## src/rtl/uart_rx_ctrl_pkg.sv

```systemverilog
// Shared definitions for the UART receive controller: FSM state encoding,
// the legal oversampling ratios and the frame bit positions.
package uart_rx_pkg;

  // State encoding of the frame-sequencing FSM.
  localparam logic [2:0] ST_IDLE   = 3'd0;
  localparam logic [2:0] ST_START  = 3'd1;
  localparam logic [2:0] ST_DATA   = 3'd2;
  localparam logic [2:0] ST_PARITY = 3'd3;
  localparam logic [2:0] ST_STOP   = 3'd4;

  typedef enum logic [2:0] {
    IDLE   = ST_IDLE,
    START  = ST_START,
    DATA   = ST_DATA,
    PARITY = ST_PARITY,
    STOP   = ST_STOP
  } state_e;

  // Oversampling ratios the sampler and counters are built for.
  localparam int PRESCALE_8  = 8;
  localparam int PRESCALE_16 = 16;
  localparam int PRESCALE_32 = 32;

  // Frame bit positions as seen on bit_cnt (default 8-bit payload, no parity).
  localparam int DATA_WIDTH_DEF = 8;
  localparam int START_IDX      = 0;
  localparam int STOP_IDX       = DATA_WIDTH_DEF + 1;

  // Stop bit position for a given payload width; a parity bit pushes it out by one.
  function automatic int stop_idx(input int data_width, input logic par_en);
    return data_width + 1 + (par_en ? 1 : 0);
  endfunction

endpackage

```

## src/rtl/uart_rx_ctrl_if.sv

```systemverilog
// Signal bundle between the receive controller and its neighbours
// (line input, sampler, deserializer, status consumers).
// Optional feature macro: UART_RX_ERR_CNT_EN adds err_cnt / err_cnt_clr.
interface uart_rx_ctrl_if #(
  parameter int DATA_WIDTH = 8,
  parameter int PRESCALE_W = 6,
  parameter int BIT_CNT_W  = 4
);

  logic                  RX_IN;
  logic [PRESCALE_W-1:0] Prescale;
  logic                  PAR_EN;
  logic                  PAR_TYP;
  logic                  sampled_bit;
  logic [DATA_WIDTH-1:0] P_DATA;
  logic [PRESCALE_W-1:0] edge_cnt;
  logic [BIT_CNT_W-1:0]  bit_cnt;
  logic                  dat_samp_en;
  logic                  deser_en;
  logic                  data_valid;
  logic                  par_err;
  logic                  stp_err;

`ifdef UART_RX_ERR_CNT_EN
  logic [7:0]            err_cnt;
  logic                  err_cnt_clr;

  // Controller side.
  modport slave (
    input  RX_IN, Prescale, PAR_EN, PAR_TYP, sampled_bit, P_DATA, err_cnt_clr,
    output edge_cnt, bit_cnt, dat_samp_en, deser_en, data_valid, par_err, stp_err, err_cnt
  );

  // Environment side: line, sampler, deserializer and status consumer.
  modport master (
    output RX_IN, Prescale, PAR_EN, PAR_TYP, sampled_bit, P_DATA, err_cnt_clr,
    input  edge_cnt, bit_cnt, dat_samp_en, deser_en, data_valid, par_err, stp_err, err_cnt
  );
`else
  // Controller side.
  modport slave (
    input  RX_IN, Prescale, PAR_EN, PAR_TYP, sampled_bit, P_DATA,
    output edge_cnt, bit_cnt, dat_samp_en, deser_en, data_valid, par_err, stp_err
  );

  // Environment side: line, sampler, deserializer and status consumer.
  modport master (
    output RX_IN, Prescale, PAR_EN, PAR_TYP, sampled_bit, P_DATA,
    input  edge_cnt, bit_cnt, dat_samp_en, deser_en, data_valid, par_err, stp_err
  );
`endif

endinterface

```

## src/rtl/uart_rx_ctrl_edge_bit_cnt.sv

```systemverilog
// Oversample edge counter and frame bit counter. While enabled, edge_cnt
// runs 0..prescale-1 and bit_cnt advances on every wrap; when disabled
// both counters are held at zero.
module uart_rx_edge_bit_cnt
  import uart_rx_pkg::*;
#(
  parameter int PRESCALE_W = 6,
  parameter int BIT_CNT_W  = 4
) (
  input  logic                  CLK,
  input  logic                  RST,
  input  logic                  en_i,
  input  logic [PRESCALE_W-1:0] prescale_i,
  output logic [PRESCALE_W-1:0] edge_cnt_o,
  output logic [BIT_CNT_W-1:0]  bit_cnt_o,
  output logic                  bit_end_o
);

  logic [PRESCALE_W-1:0] edge_q, edge_d;
  logic [BIT_CNT_W-1:0]  bit_q, bit_d;

  assign bit_end_o  = (edge_q == (prescale_i - 1'b1));
  assign edge_cnt_o = edge_q;
  assign bit_cnt_o  = bit_q;

  // Next count: clear when disabled, wrap edge_cnt and bump bit_cnt at bit end.
  always_comb begin
    edge_d = '0;
    bit_d  = '0;
    if (en_i) begin
      if (bit_end_o) begin
        edge_d = '0;
        bit_d  = bit_q + 1'b1;
      end else begin
        edge_d = edge_q + 1'b1;
        bit_d  = bit_q;
      end
    end
  end

  // Counter registers, cleared asynchronously.
  always_ff @(posedge CLK or negedge RST) begin
    if (!RST) begin
      edge_q <= '0;
      bit_q  <= '0;
    end else begin
      edge_q <= edge_d;
      bit_q  <= bit_d;
    end
  end

endmodule

```

## src/rtl/uart_rx_ctrl.sv

```systemverilog
// UART receive frame sequencer. Detects the start bit, drives the sampler
// and deserializer enables, checks start/parity/stop bits and pulses
// data_valid for each good frame.
// Optional feature macro: UART_RX_ERR_CNT_EN adds a saturating 8-bit count
// of bad frames (err_cnt) with a synchronous clear (err_cnt_clr).
module uart_rx_ctrl
  import uart_rx_pkg::*;
#(
  parameter int DATA_WIDTH = 8,
  parameter int PRESCALE_W = 6,
  parameter int BIT_CNT_W  = 4
) (
  input  logic             CLK,
  input  logic             RST,
  uart_rx_ctrl_if.slave    bus
);

  state_e                state_q, state_d;
  logic [PRESCALE_W-1:0] prescale_q, prescale_d;
  logic                  par_en_q, par_en_d;
  logic                  par_typ_q, par_typ_d;
  logic                  par_err_q, par_err_d;
  logic                  stp_err_q, stp_err_d;
  logic                  data_valid_q, data_valid_d;

  logic [PRESCALE_W-1:0] edge_cnt;
  logic [BIT_CNT_W-1:0]  bit_cnt;
  logic                  bit_end;
  logic                  cnt_en;

  // Counters run only while the FSM stays inside a frame; entering or
  // leaving IDLE restarts them at zero so every frame begins at edge 0.
  assign cnt_en = (state_q != IDLE) && (state_d != IDLE);

  uart_rx_edge_bit_cnt #(
    .PRESCALE_W (PRESCALE_W),
    .BIT_CNT_W  (BIT_CNT_W)
  ) u_cnt (
    .CLK        (CLK),
    .RST        (RST),
    .en_i       (cnt_en),
    .prescale_i (prescale_q),
    .edge_cnt_o (edge_cnt),
    .bit_cnt_o  (bit_cnt),
    .bit_end_o  (bit_end)
  );

  // Next-state logic, config capture and bit checks.
  always_comb begin
    state_d      = state_q;
    prescale_d   = prescale_q;
    par_en_d     = par_en_q;
    par_typ_d    = par_typ_q;
    par_err_d    = par_err_q;
    stp_err_d    = stp_err_q;
    data_valid_d = 1'b0;
    unique case (state_q)
      IDLE: begin
        if (!bus.RX_IN) begin
          state_d    = START;
          prescale_d = bus.Prescale;
          par_en_d   = bus.PAR_EN;
          par_typ_d  = bus.PAR_TYP;
          par_err_d  = 1'b0;
          stp_err_d  = 1'b0;
        end
      end
      START: begin
        // A start bit that reads high at its end was a line glitch.
        if (bit_end) begin
          state_d = bus.sampled_bit ? IDLE : DATA;
        end
      end
      DATA: begin
        if (bit_end && (bit_cnt == BIT_CNT_W'(DATA_WIDTH))) begin
          state_d = par_en_q ? PARITY : STOP;
        end
      end
      PARITY: begin
        if (bit_end) begin
          par_err_d = bus.sampled_bit != ((^bus.P_DATA) ^ par_typ_q);
          state_d   = STOP;
        end
      end
      STOP: begin
        // A low line here is a framing error, never a new start bit.
        if (bit_end) begin
          stp_err_d    = ~bus.sampled_bit;
          data_valid_d = bus.sampled_bit & ~par_err_q;
          state_d      = IDLE;
        end
      end
      default: state_d = IDLE;
    endcase
  end

  // State and status registers, cleared asynchronously from any state.
  always_ff @(posedge CLK or negedge RST) begin
    if (!RST) begin
      state_q      <= IDLE;
      par_err_q    <= 1'b0;
      stp_err_q    <= 1'b0;
      data_valid_q <= 1'b0;
    end else begin
      state_q      <= state_d;
      par_err_q    <= par_err_d;
      stp_err_q    <= stp_err_d;
      data_valid_q <= data_valid_d;
    end
  end

  // Frame configuration latch; only meaningful outside IDLE, so no reset.
  always_ff @(posedge CLK) begin
    prescale_q <= prescale_d;
    par_en_q   <= par_en_d;
    par_typ_q  <= par_typ_d;
  end

  assign bus.edge_cnt    = edge_cnt;
  assign bus.bit_cnt     = bit_cnt;
  assign bus.dat_samp_en = (state_q != IDLE);
  assign bus.deser_en    = (state_q == DATA);
  assign bus.data_valid  = data_valid_q;
  assign bus.par_err     = par_err_q;
  assign bus.stp_err     = stp_err_q;

`ifdef UART_RX_ERR_CNT_EN
  logic       frame_bad;
  logic [7:0] err_cnt_q, err_cnt_d;

  assign frame_bad = (state_q == STOP) && bit_end && (~bus.sampled_bit | par_err_q);

  // Saturating bad-frame count; a clear wins over a same-cycle increment.
  always_comb begin
    err_cnt_d = err_cnt_q;
    if (bus.err_cnt_clr) begin
      err_cnt_d = '0;
    end else if (frame_bad && (err_cnt_q != 8'hFF)) begin
      err_cnt_d = err_cnt_q + 8'd1;
    end
  end

  // Bad-frame counter register.
  always_ff @(posedge CLK or negedge RST) begin
    if (!RST) begin
      err_cnt_q <= '0;
    end else begin
      err_cnt_q <= err_cnt_d;
    end
  end

  assign bus.err_cnt = err_cnt_q;
`endif

endmodule

```

## src/flat_wrapper.sv

```systemverilog
// flat-port wrapper written by rule: the top's interface ports become plain ports
module uart_rx_ctrl_flat import uart_rx_pkg::*;
#(
  parameter int DATA_WIDTH = 8,
  parameter int PRESCALE_W = 6,
  parameter int BIT_CNT_W  = 4
)
  (CLK, RST, bus_RX_IN, bus_Prescale, bus_PAR_EN, bus_PAR_TYP, bus_sampled_bit, bus_P_DATA, bus_edge_cnt, bus_bit_cnt, bus_dat_samp_en, bus_deser_en, bus_data_valid, bus_par_err, bus_stp_err);
  uart_rx_ctrl_if #(.DATA_WIDTH(DATA_WIDTH), .PRESCALE_W(PRESCALE_W), .BIT_CNT_W(BIT_CNT_W)) bus_i ();
  input  logic CLK;
  input  logic RST;
  input wire logic [$bits(bus_i.RX_IN)-1:0] bus_RX_IN;
  input wire logic [$bits(bus_i.Prescale)-1:0] bus_Prescale;
  input wire logic [$bits(bus_i.PAR_EN)-1:0] bus_PAR_EN;
  input wire logic [$bits(bus_i.PAR_TYP)-1:0] bus_PAR_TYP;
  input wire logic [$bits(bus_i.sampled_bit)-1:0] bus_sampled_bit;
  input wire logic [$bits(bus_i.P_DATA)-1:0] bus_P_DATA;
  output wire logic [$bits(bus_i.edge_cnt)-1:0] bus_edge_cnt;
  output wire logic [$bits(bus_i.bit_cnt)-1:0] bus_bit_cnt;
  output wire logic [$bits(bus_i.dat_samp_en)-1:0] bus_dat_samp_en;
  output wire logic [$bits(bus_i.deser_en)-1:0] bus_deser_en;
  output wire logic [$bits(bus_i.data_valid)-1:0] bus_data_valid;
  output wire logic [$bits(bus_i.par_err)-1:0] bus_par_err;
  output wire logic [$bits(bus_i.stp_err)-1:0] bus_stp_err;
  assign bus_i.RX_IN = bus_RX_IN;
  assign bus_i.Prescale = bus_Prescale;
  assign bus_i.PAR_EN = bus_PAR_EN;
  assign bus_i.PAR_TYP = bus_PAR_TYP;
  assign bus_i.sampled_bit = bus_sampled_bit;
  assign bus_i.P_DATA = bus_P_DATA;
  assign bus_edge_cnt = bus_i.edge_cnt;
  assign bus_bit_cnt = bus_i.bit_cnt;
  assign bus_dat_samp_en = bus_i.dat_samp_en;
  assign bus_deser_en = bus_i.deser_en;
  assign bus_data_valid = bus_i.data_valid;
  assign bus_par_err = bus_i.par_err;
  assign bus_stp_err = bus_i.stp_err;
  uart_rx_ctrl #(.DATA_WIDTH(DATA_WIDTH), .PRESCALE_W(PRESCALE_W), .BIT_CNT_W(BIT_CNT_W)) u_core (.CLK(CLK), .RST(RST), .bus(bus_i));
endmodule
```

## config.mk

```make
export PLATFORM = sky130hd
export DESIGN_NAME = uart_rx_ctrl_flat
export DESIGN_NICKNAME = d
export VERILOG_FILES = /design/src/rtl/uart_rx_ctrl_pkg.sv /design/src/rtl/uart_rx_ctrl_if.sv /design/src/rtl/uart_rx_ctrl_edge_bit_cnt.sv /design/src/rtl/uart_rx_ctrl.sv /design/src/flat_wrapper.sv
export SDC_FILE = /design/constraint.sdc
export NUM_CORES = 1
export LEC_CHECK = 0
export ABC_AREA = 1
export BUFFER_PORTS_ARGS = -buffer_cell sky130_fd_sc_hd__buf_2
export CORE_MARGIN = 8
export CORE_UTILIZATION = 40
export DETAILED_ROUTE_END_ITERATION = 8
export GPL_ROUTABILITY_DRIVEN = 0
export HOLD_SLACK_MARGIN = 0.06
export PLACE_DENSITY_LB_ADDON = 0.1
export SETUP_SLACK_MARGIN = 0.2
export SLEW_MARGIN = 30
export SYNTH_ARGS = -nofsm -noshare
export SYNTH_HDL_FRONTEND = slang
export SYNTH_HIERARCHICAL = 1
export SYNTH_SLANG_ARGS = --single-unit
```

## constraint.sdc

```tcl
create_clock -name CLK -period 5.9 [get_ports CLK]
set_input_delay 0.885 -clock CLK [delete_from_list [all_inputs] [get_ports CLK]]
set_output_delay 0.885 -clock CLK [all_outputs]
set_load 0.01 [all_outputs]
```

==> results of run 1 <==
-- cell families after synthesis --
| kind of cell | synth area share (%) |
|---|---|
| simple gates | 36.9 |
| buf+inv | 10.5 |
| fa+ha+maj | 2.43 |
| flops | 41.4 |
| compound gates | 1.46 |
| xor+xnor | 7.36 |
-- area by class of cell --
class	instances	area [sq um]	area share [%]
Multi-Input combinational cell	135	744	41.1
Sequential cell	24	641	35.4
Timing Repair Buffer	34	170	9.41
Inverter	39	149	8.23
Tap cell	48	60.1	3.32
Clock buffer	4	45.0	2.49
-- Yosys cell counts --
| cell | instances | share of area, % |
|---|---|---|
| a21oi_1 | 2 | 0.65 |
| clkbuf_8 | 1 | 0.89 |
| dfrtp_1 | 16 | 26 |
| edfxtp_1 | 8 | 16 |
| ha_1 | 3 | 2.4 |
| inv_1 | 35 | 8.5 |
| inv_2 | 3 | 0.73 |
| inv_4 | 1 | 0.40 |
| nand2_1 | 57 | 14 |
| nand2_2 | 3 | 1.2 |
| nand2_4 | 1 | 0.73 |
| nand3_1 | 24 | 7.8 |
| nand3_2 | 1 | 0.65 |
| nand3_4 | 1 | 1.1 |
| nand3b_1 | 1 | 0.49 |
| nand4_1 | 5 | 2.0 |
| nor2_1 | 11 | 2.7 |
| nor2_2 | 9 | 3.6 |
| nor2_4 | 2 | 1.5 |
| nor3_1 | 2 | 0.65 |
| nor3_2 | 1 | 0.65 |
| o211ai_1 | 1 | 0.49 |
| o21ai_1 | 1 | 0.32 |
| xnor2_1 | 3 | 1.7 |
| xnor2_2 | 1 | 1.1 |
| xor2_1 | 5 | 2.8 |
| xor2_4 | 1 | 1.8 |
-- layer usage --
metal  vias up  wire, um  GRT usage, %
met1       552      1500          12.8
met3         2       172          4.33
met2        23      1280          16.5
met4         0        19          1.67
li1        687         -             -
met5         -         0             0
-- final timing paths --
path	start	end	slack, ns
worst min-delay path	u_core/bus.par_err	u_core/bus.data_valid	0.46
worst max-delay path	u_core/prescale_q[0]	u_core/u_cnt/edge_cnt_o[4]	2.95
worst min register to register	u_core/bus.par_err	u_core/bus.data_valid	0.46
worst max register to register	u_core/prescale_q[0]	u_core/u_cnt/edge_cnt_o[4]	2.95
min in group asynchronous	RST	u_core/u_cnt/edge_cnt_o[2]	0.53
max in group asynchronous	RST	u_core/u_cnt/bit_cnt_o[2]	5.11
-- power by group through the flow --
| stage | Clock (W) | Sequential [W] | Combinational (W) |
|---|---|---|---|
| detailed placement | 0 | 0.000251 | 0.000238 |
| finish | 0.0000953 | 0.000247 | 0.000235 |
| CTS | 0.0000995 | 0.000248 | 0.000238 |
| global placement | 0 | 0.000252 | 0.000238 |
| global route | 0.000106 | 0.000254 | 0.000270 |
| floorplan | 0 | 0.000252 | 0.000177 |
-- layout by cell type (no fill, tap or decap) --
cell type,count
nand2_1,57
edfxtp_1,8
clkbuf_8,3
ha_1,3
inv_4,1
inv_1,35
nor3_1,2
a21oi_1,2
clkbuf_1,1
o21ai_1,1
xor2_1,5
nand3b_1,1
nand3_4,1
inv_2,3
nor2_2,9
xnor2_2,1
xor2_4,1
nand4_1,5
nand3_2,1
nand2_4,1
buf_2,34
nor3_2,1
nor2_4,2
nor2_1,11
nand2_2,3
dfrtp_1,16
xnor2_1,3
o211ai_1,1
nand3_1,24
-- per-stage QoR --
step / instance area, sq um / cells / util (%)
floorplan: 1550 / 199 / -
global placement: 1760 / 280 / 47.8
detailed placement: 1760 / 280 / 47.8
CTS: 1810 / 284 / 49.1
global route: 1810 / 284 / 49.1
finish: 1810 / 284 / 49.1
-- worst reg2reg max path: cells and delay by family (launching register included) --
kind,cells,cell delay [ns]
buf+inv,4,0.46
fa+ha+maj,1,0.24
simple gates,15,1.80
flops,1,0.38
-- registers in the layout (all words and copies together) (netlist names) --
| register | count |
|---|---|
| u_core/bus.data_valid | 1 |
| u_core/prescale_q | 6 |
| u_core/state_q | 3 |
| u_core/u_cnt/bit_cnt_o | 4 |
| u_core/par_en_q | 1 |
| u_core/bus.stp_err | 1 |
| u_core/bus.par_err | 1 |
| u_core/u_cnt/edge_cnt_o | 6 |
| u_core/par_typ_q | 1 |
==> reports/results.tsv, run 1 <==
stage	metric	value	unit
timing	Fin. Hold Viols	0	
place	Post-Place Worst Slack	2.97	ns
timing	min setup slack post-route	2.95	ns
floorplanning	DIE WIDTH	78.2	um
cts	H-tree depth	1	
power	Cell Int Power	0.000346	W
yosys	Seq/Total Area, Yosys	41.4	%
cts	CTS Root Cell	clkbuf_8	
setup_path	peak fanout along the critical path	9	
setup_path	most numerous cell on the critical path	nor2_1	
timing	WHS	0.461	ns
cts	Post-CTS Setup Inserts	0	
detailed_routing	DRC violations left	0	
timing	Worst slew margin	59.5	%
power	clock network power share	16.5	%
setup_path	slowest stage delay, CP	0.46	ns
timing	TNS Setup	0	ns
floorplanning	Std-Cell Rows	22	
power	power share of the sequential group	42.8	%
power	pwr dens	319	mW/mm^2
yosys	Synthesized Nets	222	
setup_path	critical path launch point type	register	
grt	largest net degree at the start of global routing	17	
setup_path	Crit. End Element	register	
cts	CTS Buffer Depth	2	
detailed_routing	Post-DRT Antenna Nets	0	
grt	initial antenna violation count	0	
setup_path	WP data arrival	3.14	ns
finish	layout cells sized above 1	25.8	%
floorplanning	die area	0.00612	sq mm
setup_path	type of the worst setup path	register to register	
cts	CTS sink count	24	
setup_path	Worst EP required	6.09	ns
timing	Period minus WS final	2.95	ns
worst_hold_path	WHS Path Cells	1	
floorplanning	core area	0.00369	sq mm
power	Pwr Total	0.000577	W
timing	Slew Limit Fails	0	
flow_run	max_cap viols	0	
outcome	run status	finished clean	
power	leak pwr	0.999	nW
timing	RSZ-0062 raised after global routing	no	
power	Sw Ratio	40.0	%
finish	fillers	398	
detailed_routing	Avg WL per Cell	10.5	um
floorplanning	IO Count	35	
power	maximum VDD drop	0.160	mV
power	Psw	0.000231	W
finish	Area Overhead vs Synth	16.9	%
setup_path	critical path depth in cells	20	
timing	Least-Margin Pin Slew	0.606	ns
grt	first-pass GRT wire length	5330	um
setup_path	critical-path cell list	inv_1 -> ha_1 -> inv_1 -> nand2_1 -> nand3_1 -> nand2_1 -> nand2_1 -> nor2_2 -> nand3_4 -> inv_1 -> inv_2 -> nor2_2 -> nand3_1 -> nor2_1 -> nor2_1 -> nand3_1 -> nor2_1 -> nor2_1 -> nand2_4 -> nor2_2	
detailed_routing	Pre-antenna DRT Iters	4	
detailed_routing	DR iter-0 viols	69	
setup_path	worst r2r path cells	20	
timing	Worst Clk Skew	0.00373	ns
timing	Max Fclk	339	MHz
yosys	gate count after technology mapping	199	
yosys	synthesized area	0.00155	sq mm
yosys	post-synthesis cell type count	27	
floorplanning	die span in y	78.2	um
grt	vias in the first global route	1259	
floorplanning	Initial Utilization	42.0	%
yosys	#FFs+latches synth	24	
timing	Tcrit/Tclk final	50.0	%
power	part of the power in combinational logic	40.7	%
setup_path	slowest CP cell	nor2_1	
detailed_routing	Vias	1264	
cts	CTS clk-pin slew, worst paths	0.08	ns
grt	gr ovfl total	0	
detailed_routing	WL final	2980	um
cts	TritonCTS buffer count	3	
finish	# nets final	260	
worst_hold_path	Hold Path Class	register to register	
setup_path	WP buf/inv	4	
place	Port Buf Inserts	34	
yosys	Avg Cell Area, Syn	7.78	sq um
timing	Setup Viol. Count Final	0	
yosys	Ys Warns	6	
cts	CTS tree	yes	
detailed_routing	vias per cell	4.45	
cts	post-cts sizing count	0	
grt	gr usage total	10.3	%
cts	Hold-fix buffers, CTS	0	
setup_path	CP top delay family	simple AND/OR/NAND/NOR gates	
finish	diode count	0	
cts	worst skew pair latency	0.26	ns
place	placed wire-length estimate	2450	um
Power figures use the tool's default switching activity.
==> run 2: changes to the inputs <==
--- a/config.mk
+++ b/config.mk
@@ -5,7 +5,7 @@
 export SDC_FILE = /design/constraint.sdc
 export NUM_CORES = 1
 export LEC_CHECK = 0
-export ABC_AREA = 1
+export ABC_AREA = 0
 export BUFFER_PORTS_ARGS = -buffer_cell sky130_fd_sc_hd__buf_2
 export CORE_MARGIN = 8
 export CORE_UTILIZATION = 40
==> constraint.sdc (replaced) <==
create_clock -name CLK -period 2.7 [get_ports CLK]
set_input_delay 0.405 -clock CLK [delete_from_list [all_inputs] [get_ports CLK]]
set_output_delay 0.405 -clock CLK [all_outputs]
set_load 0.01 [all_outputs]
==> run 2 against run 1 <==
Against the previous run:
- worst hold slack worse by 0.20 ns
- cell count decreased by 24%
- highest routed layer unchanged
- synthesized cell count shrank 37%
- largest power group is now combinational cells
- critical path depth is 8 lower
==> reports/results.tsv, run 2 <==
stage	metric	value	unit	change
grt	first-pass GRT wire length	4750	um	-11%
timing	Worst Clk Skew	0.0208	ns	+0.0171 ns
timing	TNS Setup	0	ns	unchanged
yosys	Adder-Cell Fraction of Synth Area	2.72	%	+0.29 points
worst_hold_path	Worst Hold End	u_core/par_typ_q		
worst_hold_path	WHS Path Cells	1		unchanged
yosys	post-synthesis cell type count	42		+56%
floorplanning	die span in y	74.8	um	-4.4%
setup_path	flop2flop setup slack	0.16	ns	-2.79 ns
finish	# nets final	194		-25%
power	maximum VDD drop	0.290	mV	+82%
cts	worst skew pair latency	0.33	ns	+0.07 ns
setup_path	Crit. End Element	register		
power	Sw Ratio	37.3	%	-2.8 points
finish	Final Non-Filler Cells	216		-24%
timing	WHS	0.261	ns	-0.199 ns
finish	most common cell after layout, fill and taps aside	buf_2		
floorplanning	Initial Utilization	41.4	%	-0.57 points
power	pwr dens	757	mW/mm^2	+140%
power	leak pwr	0.831	nW	-17%
yosys	Seq/Total Area, Yosys	46.4	%	+5.0 points
grt	gr ovfl total	0		unchanged
finish	commonest non-fill, non-tap cells in the layout	buf_2 (34), dfrtp_1 (16), xnor2_1 (12), nor2_1 (11), edfxtp_1 (8)		
yosys	Ys Warns	6		unchanged
yosys	top cell type's share of synthesized area	29.0	%	+3.1 points
setup_path	CP Launch Point	u_core/prescale_q[1]		
power	Psw	0.000503	W	+120%
detailed_routing	WL final	3000	um	+0.57%
finish	Area Overhead vs Synth	29.1	%	
setup_path	peak fanout along the critical path	8		-1
cts	CTS Root Cell	clkbuf_4		
power	Cell Int Power	0.000846	W	+140%
setup_path	FF-to-FF Start	u_core/prescale_q[1]		
setup_path	critical path launch point type	register		
yosys	largest family of logic cells by synthesized area	simple AND/OR/NAND/NOR gates		
timing	Max Fclk	394	MHz	+16%
finish	layout cells sized above 1	40.0	%	+14 points
outcome	run status	finished clean		
yosys	gate count after technology mapping	126		-37%
floorplanning	die area	0.00559	sq mm	-8.6%
setup_path	type of the worst setup path	register to register		
yosys	simple-gate portion of the synthesized area	21.4	%	-15 points
power	part of the power in combinational logic	42.5	%	+1.8 points
floorplanning	Std-Cell Rows	21		-4.5%
yosys	post-synthesis mux area share	2.90	%	+2.9 points
place	DP Cell Count	209		-25%
yosys	commonest cells in the netlist	dfrtp_1 (16), nor2_1 (13), xnor2_1 (12)		
finish	fillers	318		-20%
yosys	synthesized area	0.00138	sq mm	-11%
grt	vias in the first global route	1063		-16%
timing	Tcrit/Tclk final	94.0	%	+44 points
floorplanning	IO Count	35		unchanged
yosys	Synth area leaders	dfrtp_1 (29%), edfxtp_1 (17%), xnor2_1 (7.6%)		
detailed_routing	DR iter-0 viols	84		+22%
timing	Worst slew margin	72.4	%	+13 points
cts	H-tree depth	1		unchanged
timing	Slew Limit Fails	0		unchanged
detailed_routing	Post-DRT Antenna Nets	0		unchanged
detailed_routing	DRC violations left	0		unchanged
finish	Final Core Density	53.4	%	+4.4 points
yosys	#FFs+latches synth	24		unchanged
yosys	Avg Cell Area, Syn	11.0	sq um	+41%
detailed_routing	Pre-antenna DRT Iters	4		unchanged
yosys	area leader, netlist	dfrtp_1		
setup_path	reg-to-reg critical path endpoint	u_core/u_cnt/bit_cnt_o[0]		
cts	TritonCTS buffer count	3		unchanged
place	Port Buf Inserts	34		unchanged
cts	CTS tree	yes		
flow_run	max_cap viols	0		unchanged
yosys	main flop type after synthesis	dfrtp_1		
yosys	EDFF count, synth	8		unchanged
cts	CTS Buffer Depth	2		unchanged
setup_path	WP data arrival	2.80	ns	-0.34 ns
worst_hold_path	Hold Path Class	input pin to register		
power	clock network power share	16.7	%	+0.2 points
place	placed wire-length estimate	2320	um	-5.1%
cts	CTS clk-pin slew, worst paths	0.15	ns	+0.07 ns
timing	Fin. Hold Viols	0		unchanged
timing	Setup Viol. Count Final	0		unchanged
worst_hold_path	Hold Crit Start	bus_PAR_TYP		
detailed_routing	vias per cell	5.03		+13%
timing	RSZ-0062 raised after global routing	yes		
detailed_routing	Vias	1087		-14%
cts	CTS sink count	24		unchanged
yosys	Synthesized Nets	149		-33%
finish	diode count	0		unchanged
yosys	Async SR Flop Fraction	66.7	%	unchanged
yosys	Synth Area in Compound Gates	10.1	%	+8.7 points
floorplanning	core area	0.00334	sq mm	-9.5%
grt	gr usage total	10.8	%	+0.46 points
timing	Least-Margin Pin Slew	0.408	ns	-0.197 ns
power	Pwr Total	0.00135	W	+130%
power	power share of the sequential group	40.8	%	-2.0 points
grt	largest net degree at the start of global routing	17		unchanged
setup_path	worst r2r path cells	12		-40%
detailed_routing	Avg WL per Cell	13.9	um	+32%
setup_path	Worst EP required	2.97	ns	-3.12 ns
grt	initial antenna violation count	0		unchanged
timing	Period minus WS final	2.54	ns	-0.412 ns
yosys	top-count cell post-synth	dfrtp_1		
floorplanning	DIE WIDTH	74.8	um	-4.4%
yosys	Post-Synth XOR/XNOR Area	12.4	%	+5.1 points
[run 2: worst max path at each step]
stage,endpoint,cells after the start
after floorplan,u_core/u_cnt/edge_cnt_o[2],13
after global placement,u_core/u_cnt/edge_cnt_o[5],12
after detailed placement,u_core/u_cnt/edge_cnt_o[2],12
after CTS,u_core/u_cnt/bit_cnt_o[1],13
after global routing,u_core/u_cnt/edge_cnt_o[2],13
final,u_core/u_cnt/bit_cnt_o[0],12
[run 2: critical path, stage by stage (launching register included)]
cell,delay [ns]
edfxtp_1,0.41
buf_4,0.16
nor3_1,0.24
xnor2_1,0.21
nand4b_4,0.16
nor2_4,0.18
nand3b_4,0.09
or4_4,0.44
o22ai_4,0.12
o31a_1,0.15
buf_6,0.15
nand2b_1,0.06
mux2i_1,0.12
[run 2: repair_timing]
| item | 4_1_cts | 5_1_grt |
|---|---|---|
| pin swaps | 7 | 5 |
| gates cloned | 0 | 0 |
| resized for setup | 4 | 12 |
| hold buffers | 1 | 0 |
| endpoints found under the hold margin | 16 | 0 |
| setup buffers | 1 | 1 |
| setup endpoints to repair | 10 | 10 |
[run 2: cells by family after synthesis]
family / count (synthesis)
muxes: 4
xor gates and xnor gates: 18
DFF: 24
buffers and inverters: 9
and+or+nand+nor: 49
adders and majority gates: 3
AOI/OAI and AO/OA: 19
[run 2: final cells by class]
type,instances,area (sq um),area share [%]
inverters,6,22.5,1.26
multi-input cells,93,767,43.0
flip-flops and latches,24,641,35.9
well taps,46,57.6,3.23
clock buffers,4,47.5,2.67
repair buffers,43,248,13.9
[run 2: per-stage QoR]
| step | worst slack, ns | area, sq um |
|---|---|---|
| final | 0.163 | 1780 |
| after global routing | 0.00165 | 1780 |
| after CTS | 0.145 | 1720 |
| after detailed placement | 0.0278 | 1630 |
| after global placement | 0.0776 | 1630 |
| after floorplan | 0.0129 | 1400 |
[run 2: power groups by stage]
| stage | Sequential, W | Combinational [W] | Clock (W) |
|---|---|---|---|
| 2_1_floorplan | 0.000530 | 0.000368 | 0 |
| 5_1_grt | 0.000563 | 0.000633 | 0.000249 |
| 3_3_place_gp | 0.000549 | 0.000476 | 0 |
| 6_report | 0.000550 | 0.000573 | 0.000226 |
| 3_5_place_dp | 0.000555 | 0.000480 | 0 |
| 4_1_cts | 0.000548 | 0.000530 | 0.000234 |
[run 2: metal layers]
| layer | GRT usage [%] | vias up | share of wire (%) |
|---|---|---|---|
| li1 | - | 534 | - |
| met1 | 13.3 | 521 | 43 |
| met2 | 18.0 | 28 | 50 |
| met3 | 2.93 | 4 | 6.3 |
| met4 | 2.61 | 0 | 0.77 |
| met5 | 0 | - | 0 |
==> run 3: changes to the inputs <==
--- a/config.mk
+++ b/config.mk
@@ -17,5 +17,4 @@
 export SLEW_MARGIN = 30
 export SYNTH_ARGS = -nofsm -noshare
 export SYNTH_HDL_FRONTEND = slang
-export SYNTH_HIERARCHICAL = 1
 export SYNTH_SLANG_ARGS = --single-unit
==> run 3 against run 2 <==
Against the previous run:
- synthesized cell count increased by 4.8%
- cell count increased by 1.9%
- die area decreased by 0.28%
- cell area decreased by 4.1%
- wire length increased by 3.8%
- fmax increased by 6.4%
- setup slack improved by 0.15 ns
- power increased by 11%
- area after synthesis decreased by 0.36%
- core utilization decreased by 1.8 points
- critical path type unchanged
==> reports/results.tsv, run 3 <==
stage	metric	value	unit	change
outcome	run status	finished clean		
finish	# nets final	199		+2.6%
finish	commonest non-fill, non-tap cells in the layout	buf_2 (34), dfrtp_1 (16), xnor2_1 (15), nor2_1 (12), edfxtp_1 (8)		
yosys	top cell type's share of synthesized area	29.1	%	+0.11 points
timing	Period minus WS final	2.38	ns	-0.153 ns
worst_hold_path	Hold Path Class	input pin to register		
yosys	post-synthesis cell type count	40		-4.8%
grt	vias in the first global route	1114		+4.8%
power	maximum VDD drop	0.336	mV	+16%
yosys	main flop type after synthesis	dfrtp_1		
cts	CTS tree	yes		
power	leak pwr	0.774	nW	-6.9%
grt	largest net degree at the start of global routing	17		unchanged
timing	Max Fclk	419	MHz	+6.4%
timing	Tcrit/Tclk final	88.3	%	-5.7 points
detailed_routing	vias per cell	5.30		+5.2%
yosys	Synthesized Nets	156		+4.7%
cts	CTS Buffer Depth	2		unchanged
setup_path	critical path depth in cells	5		-7
cts	CTS sink count	24		unchanged
cts	CTS clk-pin slew, worst paths	0.14	ns	about the same
yosys	Synth area leaders	dfrtp_1 (29%), edfxtp_1 (17%), xnor2_1 (9.5%)		
floorplanning	IO Count	35		unchanged
worst_hold_path	Worst Hold End	u_core.prescale_q[3]		
finish	Area Overhead vs Synth	24.3	%	
floorplanning	die span in y	74.7	um	-0.14%
floorplanning	DIE WIDTH	74.7	um	-0.14%
grt	initial antenna violation count	0		unchanged
yosys	#FFs+latches synth	24		unchanged
timing	Fin. Hold Viols	0		unchanged
detailed_routing	WL final	3110	um	+3.8%
detailed_routing	Avg WL per Cell	14.1	um	+1.9%
detailed_routing	Post-DRT Antenna Nets	0		unchanged
grt	first-pass GRT wire length	5030	um	+6.0%
detailed_routing	Vias	1165		+7.2%
detailed_routing	DR iter-0 viols	80		-4.8%
detailed_routing	Pre-antenna DRT Iters	6		+2
yosys	top-count cell post-synth	dfrtp_1		
setup_path	worst r2r path cells	5		-7
grt	gr ovfl total	0		unchanged
power	pwr dens	873	mW/mm^2	+15%
cts	TritonCTS buffer count	3		unchanged
cts	worst skew pair latency	0.33	ns	about the same
yosys	gate count after technology mapping	132		+4.8%
timing	Worst Clk Skew	0.00498	ns	-0.0158 ns
yosys	area leader, netlist	dfrtp_1		
timing	TNS Setup	0	ns	unchanged
setup_path	type of the worst setup path	register to register		
place	placed wire-length estimate	2380	um	+2.7%
setup_path	slowest stage delay, CP	0.54	ns	+0.10 ns
floorplanning	die area	0.00557	sq mm	-0.28%
setup_path	reg-to-reg critical path endpoint	u_core.bus.par_err		
timing	Least-Margin Pin Slew	0.741	ns	+0.333 ns
yosys	synthesized area	0.00138	sq mm	-0.36%
floorplanning	core area	0.00331	sq mm	-0.79%
place	Port Buf Inserts	34		unchanged
setup_path	Crit. End Element	register		
floorplanning	Initial Utilization	41.6	%	+0.18 points
setup_path	flop2flop setup slack	0.32	ns	+0.15 ns
timing	RSZ-0062 raised after global routing	no		
yosys	EDFF count, synth	8		unchanged
yosys	Seq/Total Area, Yosys	46.5	%	+0.17 points
yosys	Avg Cell Area, Syn	10.4	sq um	-4.9%
finish	layout cells sized above 1	29.9	%	-10 points
setup_path	slowest CP cell	or4_4		
worst_hold_path	Hold Crit Start	bus_Prescale[3]		
finish	most common cell after layout, fill and taps aside	buf_2		
setup_path	critical path launch point type	register		
setup_path	WP buf/inv	0		-2
setup_path	CP top delay family	simple AND/OR/NAND/NOR gates		
floorplanning	Std-Cell Rows	21		unchanged
yosys	commonest cells in the netlist	dfrtp_1 (16), xnor2_1 (15), nor2_1 (12)		
power	Pwr Total	0.00149	W	+11%
setup_path	WP data arrival	2.61	ns	-0.19 ns
place	dpl cell area	0.00161	sq mm	-1.5%
grt	gr usage total	11.7	%	+0.95 points
setup_path	peak fanout along the critical path	5		-3
setup_path	Worst EP required	2.93	ns	-0.04 ns
cts	CTS Root Cell	clkbuf_4		
timing	Slew Limit Fails	0		unchanged
flow_run	max_cap viols	0		unchanged
yosys	Async SR Flop Fraction	66.7	%	unchanged
setup_path	FF-to-FF Start	u_core.prescale_q[2]		
yosys	Ys Warns	0		-6
detailed_routing	DRC violations left	0		unchanged
timing	Worst slew margin	50.4	%	-22 points
finish	diode count	0		unchanged
timing	Setup Viol. Count Final	0		unchanged
finish	fin area	0.00171	sq mm	-4.1%
setup_path	critical-path cell list	or4_4 -> or3_4 -> a211o_1 -> or4_1 -> mux2i_1		
cts	H-tree depth	1		unchanged
worst_hold_path	WHS Path Cells	1		unchanged
[run 3: cell types whose count changed after synthesis, sizes merged, moves of 3 or more]
cell,change
nor4,+5
a21oi,-4
xnor2,+3
a31oi,+4
a211oi,+3
o21ai,+3
nor3,+5
nand2b,-3
nand2,-5
a211o,+3
[run 3: worst max path at each step]
stage | from | end
after floorplan | u_core.prescale_q[2] | u_core.bus.par_err
after global placement | u_core.prescale_q[2] | u_core.u_cnt.bit_cnt_o[3]
after detailed placement | u_core.prescale_q[2] | u_core.u_cnt.bit_cnt_o[3]
after CTS | u_core.prescale_q[2] | u_core.u_cnt.bit_cnt_o[3]
after global routing | u_core.prescale_q[2] | u_core.bus.par_err
final | u_core.prescale_q[2] | u_core.bus.par_err
[run 3: repair_timing]
action                                 in CTS  in global routing
buffers inserted                            0                  4
setup endpoints to repair                   1                  2
hold buffers                                1                  0
endpoints found under the hold margin      16                  0
resized for setup                           1                  0
pin swaps                                   0                  1
[run 3: worst register-to-register path, stage by stage, from the launching register on]
cell      delay [ns]
edfxtp_1        0.47
or4_4           0.54
or3_4           0.36
a211o_1         0.35
or4_1           0.43
mux2i_1         0.13
[run 3: kinds of logic (layout without fill, tap and decap cells)]
kind of cell,after synthesis,count (layout),share of synthesized area [%]
xor gates and xnor gates,19,19,12.1
muxes,3,3,2.18
AOI/OAI and AO/OA,24,24,13.3
buffers and inverters,10,52,2.82
and+or+nand+nor,48,48,19.5
DFF,24,24,46.5
adders and majority gates,4,4,3.64
[run 3: metal layers]
| metal | vias up | share of wire, % | GRT usage [%] |
|---|---|---|---|
| li1 | 567 | - | - |
| met1 | 549 | 46 | 13.7 |
| met2 | 39 | 46 | 19.3 |
| met3 | 10 | 6.5 | 3.20 |
| met4 | 0 | 2.4 | 5.87 |
| met5 | - | 0 | 0 |
[run 3: cell type report]
cell class,instances,area [sq um]
repair buffers,42,233
flip-flops and latches,24,641
multi-input cells,98,704
fillers,331,1600
inverters,6,22.5
clock buffers,3,22.5
well taps,46,57.6
clock inverters,1,30.0
[run 3: metrics by stage]
stage | util (%) | hold slack (ns) | setup WS [ns] | std cells
2_1_floorplan | - | 0.109 | 0.425 | 132
3_3_place_gp | 48.6 | 0.342 | 0.268 | 211
3_5_place_dp | 48.6 | 0.348 | 0.164 | 211
4_1_cts | 50.8 | 0.230 | 0.268 | 216
5_1_grt | 51.7 | 0.209 | 0.201 | 220
6_report | 51.7 | 0.237 | 0.316 | 220
[run 3: power breakdown]
part	leakage [nW]	internal, W	switching (W)	total [W]
sequential	0.285	0.000468	0.000117	0.000585
combinational	0.461	0.000297	0.000343	0.000639
clock	0.0279	0.000150	0.000119	0.000270
